===== src/rtl/regwrite_trace_buffer_pkg.sv =====
// Shared definitions for the register-write trace buffer:
// FSM state encoding and the trace entry width helper.
package regwrite_trace_buffer_pkg;

    typedef enum logic [1:0] {
        ST_IDLE    = 2'd0,
        ST_ARMED   = 2'd1,
        ST_CAPTURE = 2'd2,
        ST_DONE    = 2'd3
    } state_t;

    localparam logic [1:0] STATE_IDLE    = 2'd0;
    localparam logic [1:0] STATE_ARMED   = 2'd1;
    localparam logic [1:0] STATE_CAPTURE = 2'd2;
    localparam logic [1:0] STATE_DONE    = 2'd3;

    // Entry layout, MSB->LSB: {cycle, pc, waddr, wdata}
    function automatic int entry_w(
        input int cyc_w,
        input int pc_w,
        input int ra_w,
        input int d_w
    );
        return cyc_w + pc_w + ra_w + d_w;
    endfunction

endpackage


===== src/rtl/regwrite_trace_buffer_trace_ram.sv =====
// Trace storage: DEPTH x W, one synchronous write port,
// asynchronous read port, no reset.
// Ports: i_clk, i_we/i_waddr/i_wdata (write), i_raddr/o_rdata (read).
module regwrite_trace_buffer_trace_ram #(
    parameter int DEPTH = 16,
    parameter int W     = 85
) (
    input  logic                     i_clk,
    input  logic                     i_we,
    input  logic [$clog2(DEPTH)-1:0] i_waddr,
    input  logic [W-1:0]             i_wdata,
    input  logic [$clog2(DEPTH)-1:0] i_raddr,
    output logic [W-1:0]             o_rdata
);

    logic [W-1:0] r_mem [DEPTH];

    always_ff @(posedge i_clk) begin
        if (i_we) begin
            r_mem[i_waddr] <= i_wdata;
        end
    end

    assign o_rdata = r_mem[i_raddr];

endmodule


===== src/rtl/regwrite_trace_buffer.sv =====
// Register-file write snooper: captures {cycle, pc, waddr, wdata}
// of every non-r0 write into a circular trace after arm (optionally
// gated by a PC match), then drains entries via rd_valid/rd_ready.
// Ports: clk, reset, arm, stop, trig_en, trig_pc, pc, reg_we,
// reg_waddr, reg_wdata, rd_ready in; rd_valid, rd_data, state,
// count, overflow out.
module regwrite_trace_buffer
    import regwrite_trace_buffer_pkg::*;
#(
    parameter int DATA_W     = 32,
    parameter int REG_ADDR_W = 5,
    parameter int PC_W       = 32,
    parameter int DEPTH      = 16,
    parameter int CYC_W      = 16,
    parameter int WRAP       = 0
) (
    input  logic                  clk,
    input  logic                  reset,
    input  logic                  arm,
    input  logic                  stop,
    input  logic                  trig_en,
    input  logic [PC_W-1:0]       trig_pc,
    input  logic [PC_W-1:0]       pc,
    input  logic                  reg_we,
    input  logic [REG_ADDR_W-1:0] reg_waddr,
    input  logic [DATA_W-1:0]     reg_wdata,
    input  logic                  rd_ready,
    output logic                  rd_valid,
    output logic [entry_w(CYC_W, PC_W, REG_ADDR_W, DATA_W)-1:0] rd_data,
    output logic [1:0]            state,
    output logic [$clog2(DEPTH):0] count,
    output logic                  overflow
);

    localparam int AW = $clog2(DEPTH);
    localparam int CW = AW + 1;
    localparam int EW = entry_w(CYC_W, PC_W, REG_ADDR_W, DATA_W);
    localparam logic [CW-1:0] FULL = CW'(DEPTH);

    state_t          r_state;
    state_t          w_state_n;
    logic [CW-1:0]   r_count;
    logic [CW-1:0]   w_count_n;
    logic [AW-1:0]   r_wr_ptr;
    logic [AW-1:0]   w_wr_ptr_n;
    logic [AW-1:0]   r_rd_ptr;
    logic [AW-1:0]   w_rd_ptr_n;
    logic            r_overflow;
    logic            w_overflow_n;
    logic [CYC_W-1:0] r_cycle;

    logic            w_cap;
    logic            w_hit;
    logic            w_we;
    logic            w_rd_valid;
    logic            w_pop;
    logic [EW-1:0]   w_wentry;
    logic [EW-1:0]   w_rentry;

    assign w_cap      = reg_we && (reg_waddr != '0);
    assign w_hit      = (pc == trig_pc);
    assign w_rd_valid = (r_state == ST_DONE) && (r_count != '0);
    assign w_pop      = w_rd_valid && rd_ready;
    assign w_wentry   = {r_cycle, pc, reg_waddr, reg_wdata};

    always_comb begin
        w_state_n    = r_state;
        w_count_n    = r_count;
        w_wr_ptr_n   = r_wr_ptr;
        w_rd_ptr_n   = r_rd_ptr;
        w_overflow_n = r_overflow;
        w_we         = 1'b0;

        if (arm) begin
            w_state_n    = trig_en ? ST_ARMED : ST_CAPTURE;
            w_count_n    = '0;
            w_wr_ptr_n   = '0;
            w_rd_ptr_n   = '0;
            w_overflow_n = 1'b0;
        end else begin
            unique case (r_state)
                ST_IDLE: begin
                end
                ST_ARMED: begin
                    if (stop) begin
                        w_state_n = ST_DONE;
                    end else if (w_hit) begin
                        w_state_n = ST_CAPTURE;
                        // Match-cycle write becomes entry 0
                        if (w_cap) begin
                            w_we       = 1'b1;
                            w_wr_ptr_n = r_wr_ptr + AW'(1);
                            w_count_n  = r_count + CW'(1);
                        end
                    end
                end
                ST_CAPTURE: begin
                    if (w_cap && (r_count != FULL)) begin
                        w_we       = 1'b1;
                        w_wr_ptr_n = r_wr_ptr + AW'(1);
                        w_count_n  = r_count + CW'(1);
                        if ((WRAP == 0) &&
                            (r_count == FULL - CW'(1))) begin
                            w_state_n = ST_DONE;
                        end
                    end else if (w_cap && (WRAP != 0)) begin
                        // Full ring: drop the oldest entry
                        w_we         = 1'b1;
                        w_wr_ptr_n   = r_wr_ptr + AW'(1);
                        w_rd_ptr_n   = r_rd_ptr + AW'(1);
                        w_overflow_n = 1'b1;
                    end
                    if (stop) begin
                        w_state_n = ST_DONE;
                    end
                end
                ST_DONE: begin
                    if (w_pop) begin
                        w_rd_ptr_n = r_rd_ptr + AW'(1);
                        w_count_n  = r_count - CW'(1);
                    end
                end
                default: begin
                end
            endcase
        end
    end

    always_ff @(posedge clk) begin
        if (reset) begin
            r_state    <= ST_IDLE;
            r_count    <= '0;
            r_wr_ptr   <= '0;
            r_rd_ptr   <= '0;
            r_overflow <= 1'b0;
            r_cycle    <= '0;
        end else begin
            r_state    <= w_state_n;
            r_count    <= w_count_n;
            r_wr_ptr   <= w_wr_ptr_n;
            r_rd_ptr   <= w_rd_ptr_n;
            r_overflow <= w_overflow_n;
            r_cycle    <= r_cycle + CYC_W'(1);
        end
    end

    regwrite_trace_buffer_trace_ram #(
        .DEPTH (DEPTH),
        .W     (EW)
    ) u_ram (
        .i_clk   (clk),
        .i_we    (w_we & ~reset),
        .i_waddr (r_wr_ptr),
        .i_wdata (w_wentry),
        .i_raddr (r_rd_ptr),
        .o_rdata (w_rentry)
    );

    assign rd_valid = w_rd_valid;
    assign rd_data  = w_rd_valid ? w_rentry : '0;
    assign state    = r_state;
    assign count    = r_count;
    assign overflow = r_overflow;

endmodule


===== config.mk =====
export PLATFORM = sky130hd
export DESIGN_NAME = regwrite_trace_buffer
export DESIGN_NICKNAME = d
export VERILOG_FILES = /design/src/rtl/regwrite_trace_buffer_pkg.sv /design/src/rtl/regwrite_trace_buffer_trace_ram.sv /design/src/rtl/regwrite_trace_buffer.sv
export SDC_FILE = /design/constraint.sdc
export NUM_CORES = 1
export LEC_CHECK = 0
export BUFFER_PORTS_ARGS = -buffer_cell sky130_fd_sc_hd__buf_2
export CAP_MARGIN = 15
export CORE_AREA = 2 2 366 368
export DETAILED_ROUTE_END_ITERATION = 10
export DIE_AREA = 0 0 368 370
export PLACE_DENSITY_LB_ADDON = 0.3
export SETUP_SLACK_MARGIN = 0.02
export SLEW_MARGIN = 0
export SYNTH_ARGS = -nofsm -noshare
export SYNTH_HDL_FRONTEND = slang
export SYNTH_SLANG_ARGS = --single-unit

===== constraint.sdc =====
create_clock -name clk -period 10.3 [get_ports clk]
set_input_delay 1.545 -clock clk [delete_from_list [all_inputs] [get_ports clk]]
set_output_delay 1.545 -clock clk [all_outputs]
set_load 0.1 [all_outputs]

==> impl_metrics.csv, run 1 <==
group,metric,value,unit
status,status,"finished clean",
placement,place_area,56800,µm²
floorplan,fp.dieH,370,µm
critical_path,worstSetupStartpointType,"flop",
detailed_routing,remaining_drc_errors,0,
critical_path,critPathKind,"reg -> out",
final_layout,fill_cells,10800,
timing,rsz0062_at_grt,"false",
timing,fmax,0.170,GHz
critical_path,slowest_delay,0.76,ns
floorplan,core_area,132000,µm²
grt,grt_pass1_wl,182,mm
placement,gp_congestion,0.732,
synthesis,yosysSeqAreaShare,77.2,%
timing,hold_viol_final,0,
critical_path,worstPathCellList,"ha_1 -> inv_1 -> nor2_4 -> buf_4 -> and2_1 -> buf_2",
final_layout,mostFrequentLayoutCells,"1360 x edfxtp_1, 425 x mux4_2, 200 x buf_2, 147 x clkbuf_16, 86 x and2_1",
grt,grt_max_degree,172,
detailed_routing,vias_per_cell,5.58,
critical_path,cp_slowest_cell,"nor2_4",
floorplan,initial_core_util,40.6,%
timing,setup_viol,0,
final_layout,regArea,41600,µm²
timing,finClkSkew,0.0316,ns
final_layout,fin_area,61400,µm²
timing,slew_viol_final,0,
floorplan,dieArea,136000,µm²
synthesis,ys_seq_elements,1395,
clock_tree,postCtsSetupBuffers,0,
critical_path,end_kind,"primary output",
floorplan,ios,202,
synthesis,avgSynthCellArea,24.0,µm²
timing,finalCriticalPeriod,5.88,ns
power_and_ir_drop,cellPowerDensity,188,nW/µm²
critical_path,arrival,4.33,ns
grt,antenna_found_initial,17,
clock_tree,insertion_delay,0.76,ns
placement,io_buffers,200,
grt,grtUsageTotal,18.4,%
power_and_ir_drop,p_leak,0.0189,µW
floorplan,die_x,368,µm
timing,period_share,57.0,%
hold_path,min_path_type,"reg -> reg",
detailed_routing,dr.pass1.iters,5,
detailed_routing,vias,24500,
clock_tree,cts_buffers,144,
synthesis,ys_types,50,
clock_tree,ctsRootBufferMaster,"clkbuf_16",
flow_run,cap_violations,0,
clock_tree,cts_sinks,1395,
final_layout,final_common_cell,"edfxtp_1",
final_layout,drive_gt1_share,33.8,%
final_layout,multi_input_area,11700,µm²
grt,gr-total-overflow,0,
placement,hpwl,69.8,mm
synthesis,netlist_instances,2242,
detailed_routing,wl,124,mm
timing,finalSetupTns,0,ns
timing,worstMarginPinSlew,1.21,ns
grt,first_global_vias,26100,
synthesis,ys_warn_count,0,
clock_tree,clk_path_buf_depth,3,
final_layout,nets,2625,
synthesis,syn_nets,2364,
critical_path,required,8.76,ns
floorplan,rows,134,
clock_tree,clkTransAtPathRegs,0.06,ns
power_and_ir_drop,max-vdd-ir-drop,0.164,mV
detailed_routing,drt-initial-drc-count,2597,
clock_tree,cts_tree,"built",
timing,max-slew-margin-rel,19.7,%
critical_path,crit_fanout,65,
timing,finalHoldWorstSlack,0.491,ns
clock_tree,hold_buffers,0,
clock_tree,htreeDepth,4,
detailed_routing,wire_per_inst,28.3,µm
detailed_routing,postRouteAntennaNets,0,
final_layout,final_util,46.4,%
final_layout,area_delta_synth_final,14.1,%
synthesis,synthesis.area,53800,µm²
clock_tree,post_cts_resized,0,
layer usage:
| metal | track usage [%] | up-vias | routed length (µm) |
|---|---|---|---|
| met2 | 29.7 | 846 | 60700 |
| met4 | 4.21 | 4 | 1910 |
| met5 | 0 | - | 20 |
| met1 | 26.0 | 13400 | 53000 |
| li1 | - | 10100 | - |
| met3 | 3.91 | 162 | 8650 |
through the flow:
stage                     worst slack [ns]  total power (µW)  std cells
after floorplan                       5.03              6440       2242
after global placement                4.19              6560       4125
after detailed placement              4.00              6560       4125
after CTS                             4.23             11600       4387
after global routing                  4.12             11900       4387
final                                 4.42             11500       4393
layout make-up:
type,count,area share (%)
diodes,6,0.0245
inverters,10,0.0611
flip-flops and latches,1395,67.7
clock buffers,180,6.23
well taps,1768,3.60
multi-input cells,724,19.1
clock inverters,82,1.31
repair buffers,228,2.03
critical path, delay by kind of cell, from the launching register on:
kind | cells | cell delay [ns]
adder cells (fa/ha/maj) | 1 | 0.50
buffers and inverters | 3 | 1.54
flip-flops | 1 | 0.40
AND/OR/NAND/NOR | 2 | 1.06
synth_stat cells (all sizes together):
cell | count | area share, %
a21oi | 10 | 0.093
a211oi | 3 | 0.042
o221ai | 2 | 0.044
inv | 10 | 0.070
conb | 1 | 0.0070
nand3 | 7 | 0.065
a2111oi | 2 | 0.035
o311ai | 1 | 0.016
mux2i | 3 | 0.056
nand2b | 1 | 0.012
a41o | 1 | 0.019
ha | 13 | 0.30
nor2 | 33 | 0.23
mux2 | 1 | 0.021
or2 | 1 | 0.012
o41ai | 1 | 0.016
a31o | 3 | 0.049
and2 | 86 | 1.0
nor4 | 3 | 0.058
xor2 | 12 | 0.20
buf | 50 | 0.72
a31oi | 1 | 0.012
edfxtp | 1360 | 76
or3 | 5 | 0.058
clkbuf | 63 | 0.44
and4 | 5 | 0.081
nand4 | 14 | 0.16
and3 | 18 | 0.21
a21o | 2 | 0.028
xnor2 | 39 | 0.63
dfxtp | 35 | 1.3
mux4 | 425 | 18
o211a | 1 | 0.019
o21bai | 1 | 0.014
or4 | 2 | 0.042
o21ai | 6 | 0.063
a221oi | 1 | 0.016
fa | 1 | 0.037
nor2b | 4 | 0.046
nor3 | 3 | 0.028
o32a | 1 | 0.019
nand2 | 11 | 0.077
registers in the layout (all words and copies together), names as in the netlist, named ones only:
| register | cells |
|---|---|
| state | 2 |
| r_wr_ptr | 4 |
| r_rd_ptr | 4 |
| u_ram.r_mem | 1360 |
| count | 5 |
| r_cycle | 16 |
worst paths after layout:
kind                             startpoint                 end  slack (ns)  cells after the start
worst min register to register  r_rd_ptr[3]                flop        0.49                      2
worst max register to register     state[1]  u_ram.r_mem[2][43]        6.51                      8
worst min-delay path            r_rd_ptr[3]                flop        0.49                      2
worst max-delay path               state[1]         rd_data[43]        4.42                      6
power breakdown:
part           total (µW)  internal (µW)  switching, µW
sequential           6220           6210           9.31
clock                5100           2950           2150
combinational         220           51.9            168
cell families after synthesis:
kind of cell | Yosys count | share of synthesized area, %
buf+inv | 123 | 1.23
compound gates | 36 | 0.483
other cells | 1 | 0.00697
fa+ha+maj | 14 | 0.339
xor+xnor | 51 | 0.830
simple gates | 193 | 2.08
flops | 1395 | 77.2
mux | 429 | 17.9
Power figures use the tool's default switching activity.
==> run 2, diff against run 1 <==
Settings changed: ABC_AREA from default to 1, CORE_AREA 2 2 366 368 to 2 2 369 371, DIE_AREA 0 0 368 370 to 0 0 371 373.
Clock period 10.3 ns to 5.82 ns, I/O delays scaled along.
==> run 2 against run 1 <==
Worst setup slack worse by 3.5 ns. Cell count is 37% higher. Critical path depth stayed put. Worst hold slack better by 0.0015 ns. Global-route usage increased by 2.4 points. Die area increased by 1.6%. Sequential cell count unchanged. Clock power rose by 77%. Non-clock buffer count grew 51. Largest power group unchanged.
==> impl_metrics.csv, run 2 <==
group,metric,value,unit
status,status,"finished clean",
final_layout,area_delta_synth_final,14.1,%
floorplan,ios,202,
grt,antenna_found_initial,16,
clock_tree,htreeDepth,4,
final_layout,fin_area,62400,µm²
synthesis,ys_types,30,
critical_path,critPathKind,"reg -> out",
detailed_routing,remaining_drc_errors,0,
clock_tree,insertion_delay,0.76,ns
power_and_ir_drop,p_sw_share,20.8,%
power_and_ir_drop,p_comb_share,2.5,%
final_layout,mostFrequentLayoutCells,"1360 x edfxtp_1, 724 x nor2_1, 635 x o21ai_0, 242 x o221ai_1, 200 x buf_2",
synthesis,netlist_instances,3972,
critical_path,arrival,4.01,ns
critical_path,required,4.95,ns
timing,slew_viol_final,0,
grt,grtUsageTotal,20.9,%
grt,first_global_vias,33200,
clock_tree,hold_buffers,0,
placement,place_area,57800,µm²
synthesis,ys_warn_count,0,
hold_path,min_path_type,"in -> reg",
grt,grt_max_degree,209,
synthesis,syn_nets,4094,
final_layout,final_common_cell,"edfxtp_1",
clock_tree,ctsRootBufferMaster,"clkbuf_16",
synthesis,synthesis.area,54700,µm²
synthesis,synthTopCellsByCount,"1360 x edfxtp_1, 740 x nor2_1, 635 x o21ai_0, 242 x o221ai_1, 213 x clkbuf_1",
timing,finClkSkew,0.0166,ns
placement,io_buffers,200,
synthesis,yosysSeqAreaShare,75.9,%
synthesis,yosysTopAreaCell,"edfxtp_1",
detailed_routing,vias,34600,
clock_tree,cts_tree,"built",
floorplan,initial_core_util,40.6,%
power_and_ir_drop,clkPwrFrac,43.8,%
power_and_ir_drop,p_int,16300,µW
timing,finalHoldWorstSlack,0.492,ns
final_layout,nets,4224,
floorplan,fp.dieH,373,µm
timing,hold_viol_final,0,
timing,finalCriticalPeriod,4.88,ns
timing,period_share,83.8,%
grt,grt_pass1_wl,217,mm
critical_path,worstSetupStartpointType,"flop",
power_and_ir_drop,seqPwrFrac,53.6,%
critical_path,cp_slowest_cell,"dfxtp_4",
grt,gr-total-overflow,0,
clock_tree,clkTransAtPathRegs,0.06,ns
timing,worstMarginPinSlew,1.00,ns
clock_tree,postCtsSetupBuffers,0,
detailed_routing,drt-initial-drc-count,3703,
detailed_routing,postRouteAntennaNets,0,
floorplan,core_area,135000,µm²
floorplan,rows,135,
critical_path,worstPathCellList,"buf_12 -> o21ai_0 -> o221ai_1 -> o211ai_1 -> a21oi_1 -> buf_2",
power_and_ir_drop,cellPowerDensity,329,nW/µm²
timing,fin_ws,0.941,ns
clock_tree,cts_sinks,1395,
synthesis,synth-async-reset-ratio,0,%
final_layout,drive_gt1_share,12.1,%
synthesis,synth_most_common_cell,"edfxtp_1",
placement,post-place-ws,1.25,ns
detailed_routing,wire_per_inst,24.6,µm
detailed_routing,vias_per_cell,5.77,
detailed_routing,wl,148,mm
timing,setup_viol,0,
synthesis,ys_seq_elements,1395,
power_and_ir_drop,switchingPower,4280,µW
final_layout,largest_register,"u_ram.r_mem",
synthesis,synth_enable_flop_cells,1360,
detailed_routing,dr.pass1.iters,5,
power_and_ir_drop,max-vdd-ir-drop,0.291,mV
floorplan,dieArea,138000,µm²
critical_path,crit_family,"compound AO/OA/AOI/OAI gates",
critical_path,cp_num_buf_inv,2,
synthesis,synth_area_leaders,"edfxtp_1 75%, o21ai_0 5.8%, nor2_1 5.1%, o221ai_1 3.9%, clkbuf_1 1.5%",
final_layout,largest_register_ffs,1360,
timing,max-slew-margin-rel,33.0,%
critical_path,end_kind,"primary output",
critical_path,slowest_delay,0.80,ns
clock_tree,clk_path_buf_depth,3,
power_and_ir_drop,p_leak,0.0197,µW
synthesis,synth_ff_type,"edfxtp_1",
floorplan,die_x,371,µm
timing,rsz0062_at_grt,"false",
timing,fmax,0.205,GHz
flow_run,cap_violations,0,
synthesis,yosysTopAreaCellShare,74.7,%
clock_tree,post_cts_resized,0,
clock_tree,cts_buffers,144,
synthesis,avgSynthCellArea,13.8,µm²
critical_path,crit_fanout,208,
placement,gp_congestion,0.761,
placement,hpwl,78.1,mm
-- run 2: cell count changes after synthesis, sizes merged, moves of 82 or more --
cell    before  now
a21oi       10  108
and2        86    0
nand3        7   89
o21ai        6  698
nor2        33  740
mux4       425    0
o22ai        0   99
o211ai       0   98
o221ai       2  242
clkbuf      63  213
-- run 2: path summary, 6_finish.rpt --
check | startpoint | to | slack [ns] | cells after the start
setup / recovery | flop | rd_data[8] | 0.94 | 6
hold reg to reg | r_rd_ptr[2] | flop | 0.51 | 2
setup reg to reg | state[1] | u_ram.r_mem[8][12] | 2.57 | 6
hold / removal | pc[2] | u_ram.r_mem[15][39] | 0.49 | 1
-- run 2: stage by stage --
stage	total power [µW]	TNS, ns	utilization (%)	cells
final	20600	0	46.4	6005
after global routing	21100	0	46.4	6003
after CTS	20700	0	46.4	6003
after detailed placement	11800	0	43.0	5737
after global placement	11800	0	43.0	5737
after floorplan	11500	-242.01	-	3972
-- run 2: layout make-up --
class	instances	area, µm²
well taps	1781	2230
flip-flops and latches	1395	41600
repair buffers	279	2030
clock buffers	182	3830
fillers	11800	72200
clock inverters	84	759
inverters	54	236
multi-input cells	2228	11800
diodes	2	5.00
-- run 2: per-layer routing --
| layer | routed length [µm] | track usage, % |
|---|---|---|
| met5 | 21 | 0 |
| met4 | 3960 | 6.91 |
| met3 | 9770 | 3.26 |
| met2 | 69500 | 32.8 |
| met1 | 64300 | 29.7 |
-- run 2: power groups by stage --
stage / registers (µW) / clock network, µW / logic (µW)
final: 11000 / 9010 / 519
after global routing: 11000 / 9540 / 563
after CTS: 11000 / 9150 / 523
after detailed placement: 11200 / 0 / 522
after global placement: 11200 / 0 / 518
after floorplan: 11300 / 0 / 245
-- run 2: logic make-up after synthesis --
group                      synth area share (%)
other                                   0.00686
and+or+nand+nor                            6.65
buffers and inverters                      2.75
xor gates and xnor gates                  0.512
AOI/OAI and AO/OA                          13.8
DFF                                        75.9
adders and majority gates                 0.334
-- run 2: worst register-to-register path, stage by stage (launching register included) --
cell	delay, ns
dfxtp_1	0.46
ha_1	0.31
inv_1	0.10
o22ai_1	0.38
nand2_1	0.53
nor2_4	0.78
buf_12	0.35
